### config.mk
export PLATFORM = sky130hd
export DESIGN_NAME = writeback_regfile
export DESIGN_NICKNAME = d
export VERILOG_FILES = /design/src/rtl/writeback_regfile.sv
export SDC_FILE = /design/constraint.sdc
export NUM_CORES = 1
export LEC_CHECK = 0
export BUFFER_PORTS_ARGS = -buffer_cell sky130_fd_sc_hd__buf_2
export CAP_MARGIN = 0
export CELL_PAD_IN_SITES_DETAIL_PLACEMENT = 1
export CELL_PAD_IN_SITES_GLOBAL_PLACEMENT = 1
export CORE_ASPECT_RATIO = 1.25
export CORE_MARGIN = 2
export CORE_UTILIZATION = 30
export CTS_BUF_LIST = sky130_fd_sc_hd__clkbuf_4
export DETAILED_ROUTE_END_ITERATION = 12
export GPL_TIMING_DRIVEN = 0
export PLACE_DENSITY_LB_ADDON = 0.1
export SETUP_SLACK_MARGIN = 0.02
export SYNTH_ARGS = -nofsm -noshare
export SYNTH_HDL_FRONTEND = slang
export SYNTH_SLANG_ARGS = --single-unit
### constraint.sdc
create_clock -name clock -period 2.24 [get_ports clock]
set_clock_uncertainty 0.15 [all_clocks]
set_input_delay 0.336 -clock clock [delete_from_list [all_inputs] [get_ports clock]]
set_output_delay 0.336 -clock clock [all_outputs]
set_load 0.02 [all_outputs]
### src/rtl/writeback_regfile.sv
// writeback_regfile: write-back stage of the 20-bit pipeline (MEM/WB consumer).
// Decodes the retiring instruction and selects the ALU result or the load data.
// Commits the selected value to a 16-entry register file. r0 is hardwired to 0.
// The file has two combinational read ports for decode.
// It also keeps a registered record of the last commit and a retired-instruction counter.
// Optional build macro: WB_BYPASS_EN. When defined, the read ports are
// write-first and forward the value being committed in the same cycle.
// When undefined, the read ports are read-before-write.
module writeback_regfile #(
  parameter int DATA_W = 20,
  parameter int REG_AW = 4,
  parameter int CNT_W  = 16
) (
  input  logic              clock,
  input  logic              reset,
  input  logic              wb_valid,
  input  logic [19:0]       instruction,
  input  logic [DATA_W-1:0] aluRESULT,
  input  logic [DATA_W-1:0] memory_read_data,
  input  logic [REG_AW-1:0] rs_addr_a,
  input  logic [REG_AW-1:0] rs_addr_b,
  output logic [DATA_W-1:0] rs_data_a,
  output logic [DATA_W-1:0] rs_data_b,
  output logic              last_we,
  output logic [REG_AW-1:0] last_addr,
  output logic [DATA_W-1:0] last_data,
  output logic [CNT_W-1:0]  retired_count
);

  localparam int NREGS = 2 ** REG_AW;

  localparam logic [3:0] OP_ADD  = 4'b0001;
  localparam logic [3:0] OP_LOAD = 4'b0010;
  localparam logic [3:0] OP_SUB  = 4'b0101;
  localparam logic [3:0] OP_AND  = 4'b0110;
  localparam logic [3:0] OP_OR   = 4'b0111;
  localparam logic [3:0] OP_SLT  = 4'b1000;
  localparam logic [3:0] OP_LI   = 4'b1001;

  logic [DATA_W-1:0] regs [NREGS];
  logic [3:0]        opcode;
  logic [REG_AW-1:0] rd;
  logic              writes_reg;
  logic              sel_mem;
  logic              we;
  logic [DATA_W-1:0] wr_data;
  logic              unused_instr_bits;

  assign opcode            = instruction[19:16];
  assign rd                = REG_AW'(instruction[15:12]);
  assign unused_instr_bits = ^instruction[11:0];

  // Opcode decode: which instructions write a register and from which source.
  // Non-writing and reserved opcodes fall through to the defaults.
  always_comb begin
    writes_reg = 1'b0;
    sel_mem    = 1'b0;
    case (opcode)
      OP_ADD, OP_SUB, OP_AND, OP_OR, OP_SLT, OP_LI: writes_reg = 1'b1;
      OP_LOAD: begin
        writes_reg = 1'b1;
        sel_mem    = 1'b1;
      end
      default: ;
    endcase
  end

  // A write to r0 is dropped here, so r0 can never hold anything but 0.
  assign we      = wb_valid && writes_reg && (rd != '0);
  assign wr_data = sel_mem ? memory_read_data : aluRESULT;

  // Register file storage. Reset clears every entry and wins over a pending commit.
  always_ff @(posedge clock) begin
    if (reset) begin
      for (int i = 0; i < NREGS; i++) regs[i] <= '0;
    end else if (we) begin
      regs[rd] <= wr_data;
    end
  end

  // Read ports. r0 is forced to 0, and the optional write-first forwarding applies.
  always_comb begin
    rs_data_a = (rs_addr_a == '0) ? '0 : regs[rs_addr_a];
    rs_data_b = (rs_addr_b == '0) ? '0 : regs[rs_addr_b];
`ifdef WB_BYPASS_EN
    if (we && (rs_addr_a == rd)) rs_data_a = wr_data;
    if (we && (rs_addr_b == rd)) rs_data_b = wr_data;
`endif
  end

  // Last-commit record. The address and data read as zero whenever no write happened.
  always_ff @(posedge clock) begin
    if (reset) begin
      last_we   <= 1'b0;
      last_addr <= '0;
      last_data <= '0;
    end else begin
      last_we   <= we;
      last_addr <= we ? rd : '0;
      last_data <= we ? wr_data : '0;
    end
  end

  // Retired-instruction counter. It counts every valid slot whatever the opcode.
  // It wraps freely.
  always_ff @(posedge clock) begin
    if (reset) begin
      retired_count <= '0;
    end else if (wb_valid) begin
      retired_count <= retired_count + CNT_W'(1);
    end
  end

endmodule

## Word level (Yosys, flattened, before mapping)

Memory sizes are Yosys's and may differ from the RTL's.
Index checks and enable logic that the tools add are counted.
W data, S select, Z words.

| storage, ports and cells | value |
|---|---|
| flip-flop bits (word level) | 41 |
| RAM bits | 320 |
| output and inout bits | 81 |
| logic and storage cells | 35 |
| memories kept | 1 |

Memories:

| memory | words | width | read ports | clocked after Yosys merged registers in | write ports | RTL line | text |
|---|---|---|---|---|---|---|---|
| regs | 16 | 20 | 2 | 0 | 16 | 40 | `logic [DATA_W-1:0] regs [NREGS];` |

| operators by class | value |
|---|---|
| $add $sub $neg | 1 |
| equality and inequality tests | 7 |
| mux-type cells | 13 |
| bitwise logic cells | 1 |
| reductions and logical operators | 8 |

Operator list:

| operator | number |
|---|---|
| $mux W20 | 4 |
| $reduce_or A20 Y1 | 1 |
| $add A16 B1 Y16 const B | 1 |
| $eq A4 B3 Y1 const B | 3 |
| $eq A4 B4 Y1 const B | 2 |
| $logic_not A4 Y1 | 2 |
| $mux W1 | 8 |
| $reduce_or A7 Y1 | 1 |
| $eq A4 B1 Y1 const B | 1 |
| $eq A4 B2 Y1 const B | 1 |
| $mux W4 | 1 |
| $reduce_bool A4 Y1 | 1 |
| $logic_and A1 B1 Y1 | 2 |
| $reduce_or A2 Y1 | 1 |
| $not A1 Y1 | 1 |

## Depth between registers and ports, before layout

| depth | value |
|---|---|
| depth in word-level cells | 10 |
| gate-level depth with buffers | 7 |
| mapped depth without buffers | 5 |

## Least setup slack after synthesis

OpenSTA, ideal clock, no wires.

| path | value |
|---|---|
| path type | input -> output |
| from | in rs_addr_a[1] |
| to | out rs_data_a[3] |
| arrival | 1,668 ps |
| required time | 1,754 ps |
| slack | 86 ps |
| stages on the path | 7 |
| buffers on the path | 3 |
| path through | buf_4 > buf_6 > buf_2 > mux2i_1 > nor2_1 > a2111oi_0 > a21oi_1 |

| on the way | value |
|---|---|
| longest elaborated chain between the ends | 2 |
| elaborated cells on any way between the ends | 3 |
| those cells by class | mux (1); reduce/logical (1); memory (1) |

Ends and longest elaborated chain:

| item | RTL line | text |
|---|---|---|
| start, declared | 20 | `input logic [REG_AW-1:0] rs_addr_a,` |
| $mem_v2 Z16 W20 / $logic_not A4 Y1 (equally long branches) | n/a |  |
| $mux W20 * | 83 | `rs_data_a = (rs_addr_a == '0) ? '0 : regs[rs_addr_a];` |
| end, declared | 22 | `output logic [DATA_W-1:0] rs_data_a,` |

Every way passes the cells marked *; elsewhere a longest branch is shown, timed or not.

==> metrics.txt <==
# TYPE chip_impl_metric gauge
chip_impl_metric{name="initial_utilization",unit=""} 0.305
chip_impl_metric{name="cts.reportedPaths.clkPinSlew",unit="ns"} 0.07
chip_impl_metric{name="critical_path_required",unit="ns"} 1.75
chip_impl_metric{name="dr.pass1.iters",unit=""} 5
chip_impl_metric{name="routed_wl",unit="µm"} 73600
chip_impl_metric{name="number_of_drc_markers_after_the_initial_detailed_route_iteration",unit=""} 1004
chip_impl_metric{name="syn_nets",unit=""} 1409
chip_impl_metric{name="ioPinCount",unit=""} 152
chip_impl_metric{name="cts.htree.levels",unit=""} 3
chip_impl_metric{name="worst_slew_margin_rel",unit=""} 0.298
chip_impl_metric{name="gpl.final_weighted_congestion",unit=""} 0.809
chip_impl_metric{name="synthesis.area_per_instance",unit="µm²"} 12.8
chip_impl_metric{name="die_outline_height",unit="µm"} 271
chip_impl_metric{name="irDropWorstVdd",unit="mV"} 0.312
chip_impl_metric{name="power.share.switching",unit=""} 0.290
chip_impl_metric{name="worstPathBufferInverterCount",unit=""} 1
chip_impl_metric{name="yosysWarningCount",unit=""} 0
chip_impl_metric{name="p_clk_frac",unit=""} 0.363
chip_impl_metric{name="post-route-period-util",unit=""} 1.26
chip_impl_metric{name="setup_ws",unit="ns"} -0.584
chip_impl_metric{name="syn-cell-area",unit="µm²"} 17100
chip_impl_metric{name="global_route_wire_length_before_repair",unit="µm"} 98400
chip_impl_metric{name="die_x_extent",unit="µm"} 218
chip_impl_info{name="critical_path.cell_chain",value="mux4_2 > mux2_4 > nand2_4 > o31ai_4 > buf_6"} 1
chip_impl_metric{name="cts_inserted_buffers",unit=""} 92
chip_impl_info{name="clock_tree.root_cell",value="clkbuf_4"} 1
chip_impl_metric{name="finalNetCount",unit=""} 1769
chip_impl_metric{name="final_hold_viol_count",unit=""} 0
chip_impl_metric{name="yosysTopAreaCellShare",unit=""} 0.528
chip_impl_metric{name="setup_viol",unit=""} 40
chip_impl_info{name="synth_top_flop_cell",value="edfxtp_1"} 1
chip_impl_metric{name="min_period",unit="ns"} 2.82
chip_impl_metric{name="antenna_violating_nets_post_route",unit=""} 0
chip_impl_metric{name="pwr_density_cell",unit="nW/µm²"} 708
chip_impl_metric{name="timing.final.max_slew_violations",unit=""} 0
chip_impl_metric{name="buffer_ports.inserted",unit=""} 131
chip_impl_info{name="crit_type",value="reg -> out"} 1
chip_impl_metric{name="grt_max_degree",unit=""} 21
chip_impl_metric{name="cts-root-to-sink-buffers",unit=""} 3
chip_impl_metric{name="grt_usage",unit=""} 0.239
chip_impl_metric{name="synthArstFlopShare",unit=""} 0
chip_impl_metric{name="filler_cell_count_in_the_final_layout",unit=""} 5925
chip_impl_info{name="holdCritPathClass",value="in -> reg"} 1
chip_impl_info{name="biggest_area_contributors_in_the_synthesized_netlist",value="edfxtp_1 (53%), mux4_2 (11%), mux2i_1 (9.0%)"} 1
chip_impl_info{name="yosysTopAreaCell",value="edfxtp_1"} 1
chip_impl_metric{name="grt-ovfl-total",unit=""} 0
chip_impl_info{name="yosysMostFrequentCell",value="nor2_1"} 1
chip_impl_metric{name="timing.critical_path.fanout_max",unit=""} 2
chip_impl_metric{name="fmaxAchievable",unit="MHz"} 354
chip_impl_metric{name="power.leakage",unit="nW"} 8.40
chip_impl_metric{name="floorplan.rows",unit=""} 97
chip_impl_metric{name="place_worst_setup_slack",unit="ns"} -1.27
chip_impl_metric{name="synthesis.instances",unit=""} 1337
chip_impl_metric{name="internal-power",unit="mW"} 11.3
chip_impl_info{name="critical-path-top-delay-family",value="multiplexers"} 1
chip_impl_info{name="post_synth_most_frequent_cells",value="nor2_1 (355), edfxtp_1 (301), mux2i_1 (154), mux4_2 (83), a21oi_1 (63)"} 1
chip_impl_metric{name="synth_seq_area_share",unit=""} 0.576
chip_impl_info{name="violations",value="setup timing"} 1
chip_impl_metric{name="area_delta_synth_final",unit="%"} 31.4
chip_impl_metric{name="multiInputGateArea",unit="µm²"} 7670
chip_impl_metric{name="total_switching_power",unit="mW"} 4.61
chip_impl_metric{name="seq_cells_post_synth",unit=""} 342
chip_impl_metric{name="layout.area.seq",unit="µm²"} 9860
chip_impl_metric{name="number_of_antenna_violations_at_the_first_check_in_global_routing",unit=""} 3
chip_impl_metric{name="design.core.area",unit="µm²"} 56200
chip_impl_metric{name="remaining_drc_errors",unit=""} 0
chip_impl_metric{name="wl_per_cell",unit="µm"} 29.3
chip_impl_metric{name="place.detailed.hpwl",unit="µm"} 45400
chip_impl_metric{name="clk-insertion-delay-late",unit="ns"} 0.84
chip_impl_info{name="setup.worst_path.end_class",value="primary output"} 1
chip_impl_metric{name="worst_pin_slew",unit="ns"} 1.05
chip_impl_info{name="timing.critical_path.slowest_stage_cell",value="mux4_2"} 1
chip_impl_metric{name="num_vias",unit=""} 13446
chip_impl_metric{name="fp.dieArea",unit="µm²"} 59000
chip_impl_info{name="critPathLaunchType",value="flop"} 1
chip_impl_metric{name="synth-edff-count",unit=""} 301
chip_impl_metric{name="power.share.sequential",unit=""} 0.466
chip_impl_metric{name="maxCapViolCount",unit=""} 0
chip_impl_metric{name="comb_power_share",unit=""} 0.171
chip_impl_metric{name="grt_pass1_vias",unit=""} 13863
chip_impl_info{name="outcome",value="finished, violations left"} 1
chip_impl_metric{name="design_power_total",unit="mW"} 15.9
chip_impl_metric{name="slowest_delay",unit="ns"} 0.49
chip_impl_metric{name="cts.sink_count",unit=""} 342
chip_impl_metric{name="detail_route.vias_per_cell",unit=""} 5.35
chip_impl_metric{name="synthDistinctLibCells",unit=""} 43
chip_impl_metric{name="worstPathArrival",unit="ns"} 2.34
chip_impl_info{name="cts_tree",value="built"} 1
chip_impl_metric{name="layout-drive-gt1-share",unit=""} 0.383
chip_impl_info{name="rsz0062_at_grt",value="yes"} 1
[repair_timing]
item,in CTS,in global routing
gates resized for setup,195,130
setup endpoints to repair,40,521
gates cloned,0,13
pin swaps,37,28
hold buffers,66,3
setup buffers,11,45
hold endpoints to repair,130,15
[layout make-up]
| cell class | count | share of cell area |
|---|---|---|
| diodes | 1 | 0.000111 |
| clock inverters | 34 | 0.00846 |
| plain buffers | 129 | 0.0304 |
| inverters | 5 | 0.000835 |
| clock buffers | 131 | 0.0437 |
| multi-input cells | 873 | 0.341 |
| flip-flops and latches | 342 | 0.438 |
| well taps | 742 | 0.0413 |
| repair buffers | 254 | 0.0957 |
[routing by layer]
metal,vias up,track usage,part of all wire
met5,-,0,0
met4,0,0.0914,0.029
met3,125,0.0438,0.063
met2,556,0.391,0.49
met1,6945,0.313,0.42
li1,5820,-,-
[sequential cells by signal (all words and copies together), names as in the netlist]
name           flops
regs             301
retired_count     16
last_addr          4
last_we            1
last_data         20
[cell families after synthesis]
kind of cell / count (synthesis) / share of synthesized area
other: 1 / 0.000219
muxes: 259 / 0.214
xor gates and xnor gates: 11 / 0.00563
adders and majority gates: 1 / 0.000731
AOI/OAI and AO/OA: 151 / 0.0588
DFF: 342 / 0.576
and+or+nand+nor: 437 / 0.107
buffers and inverters: 135 / 0.0375
[per-stage QoR]
step	instance area [µm²]	instances	setup TNS [ns]	util	hold WS (ns)
6_report	22500	2511	-20.14	0.400	0.0130
3_5_place_dp	18700	2210	-307.20	0.333	0.358
4_1_cts	21400	2451	-69.69	0.381	0.0000405
2_1_floorplan	17100	1337	0	-	0.332
3_3_place_gp	18700	2210	-426.85	0.333	0.343
5_1_grt	22500	2511	-23.87	0.400	0.00170
[power groups by stage]
stage          registers (mW)  logic, mW  clock network [mW]
5_1_grt                  7.45       2.85                6.21
3_3_place_gp             7.55       2.02                   0
6_report                 7.42       2.72                5.78
2_1_floorplan            7.50       1.22                   0
4_1_cts                  7.42       2.48                5.90
3_5_place_dp             7.55       2.04                   0
[worst paths after layout]
path	start	end	slack, ns	cells after the start
setup / recovery	regs[15][18]$_SDFFCE_PN0P_	rs_data_a[18]	-0.58	5
hold / removal	memory_read_data[12]	regs[6][12]$_SDFFCE_PN0P_	0.01	4
setup reg to reg	retired_count[0]$_SDFFE_PP0P_	retired_count[14]$_SDFFE_PP0P_	0.17	5
hold reg to reg	retired_count[13]$_SDFFE_PP0P_	retired_count[13]$_SDFFE_PP0P_	0.36	2
[layout by cell type (no fill, tap or decap), types with 6 or more instances in the layout]
| cell | count |
|---|---|
| o22ai_1 | 16 |
| a2111oi_2 | 8 |
| edfxtp_1 | 301 |
| mux4_2 | 83 |
| dlymetal6s4s_1 | 6 |
| xor2_1 | 8 |
| mux2i_2 | 19 |
| clkbuf_1 | 28 |
| mux2_4 | 7 |
| mux2i_4 | 22 |
| a21oi_2 | 51 |
| dlygate4sd3_1 | 61 |
| and3_1 | 6 |
| nand4_1 | 21 |
| nand2b_2 | 6 |
| dfxtp_1 | 41 |
| a22oi_1 | 19 |
| nor2b_1 | 8 |
| mux2_2 | 14 |
| clkinv_1 | 24 |
| nand3_1 | 7 |
| buf_6 | 24 |
| clkbuf_2 | 19 |
| mux2i_1 | 113 |
| buf_4 | 74 |
| clkbuf_4 | 136 |
| a21oi_1 | 11 |
| a221o_1 | 19 |
| nor2_1 | 355 |
| nand2b_4 | 22 |
| buf_12 | 17 |
| buf_2 | 148 |
[worst reg2reg max path, cell delays in order, from the launching register on]
cell	delay, ns
dfxtp_1	0.50
ha_1	0.33
nand4_1	0.22
or2_1	0.30
or3_1	0.35
a21oi_1	0.14
Power figures use the tool's default switching activity.
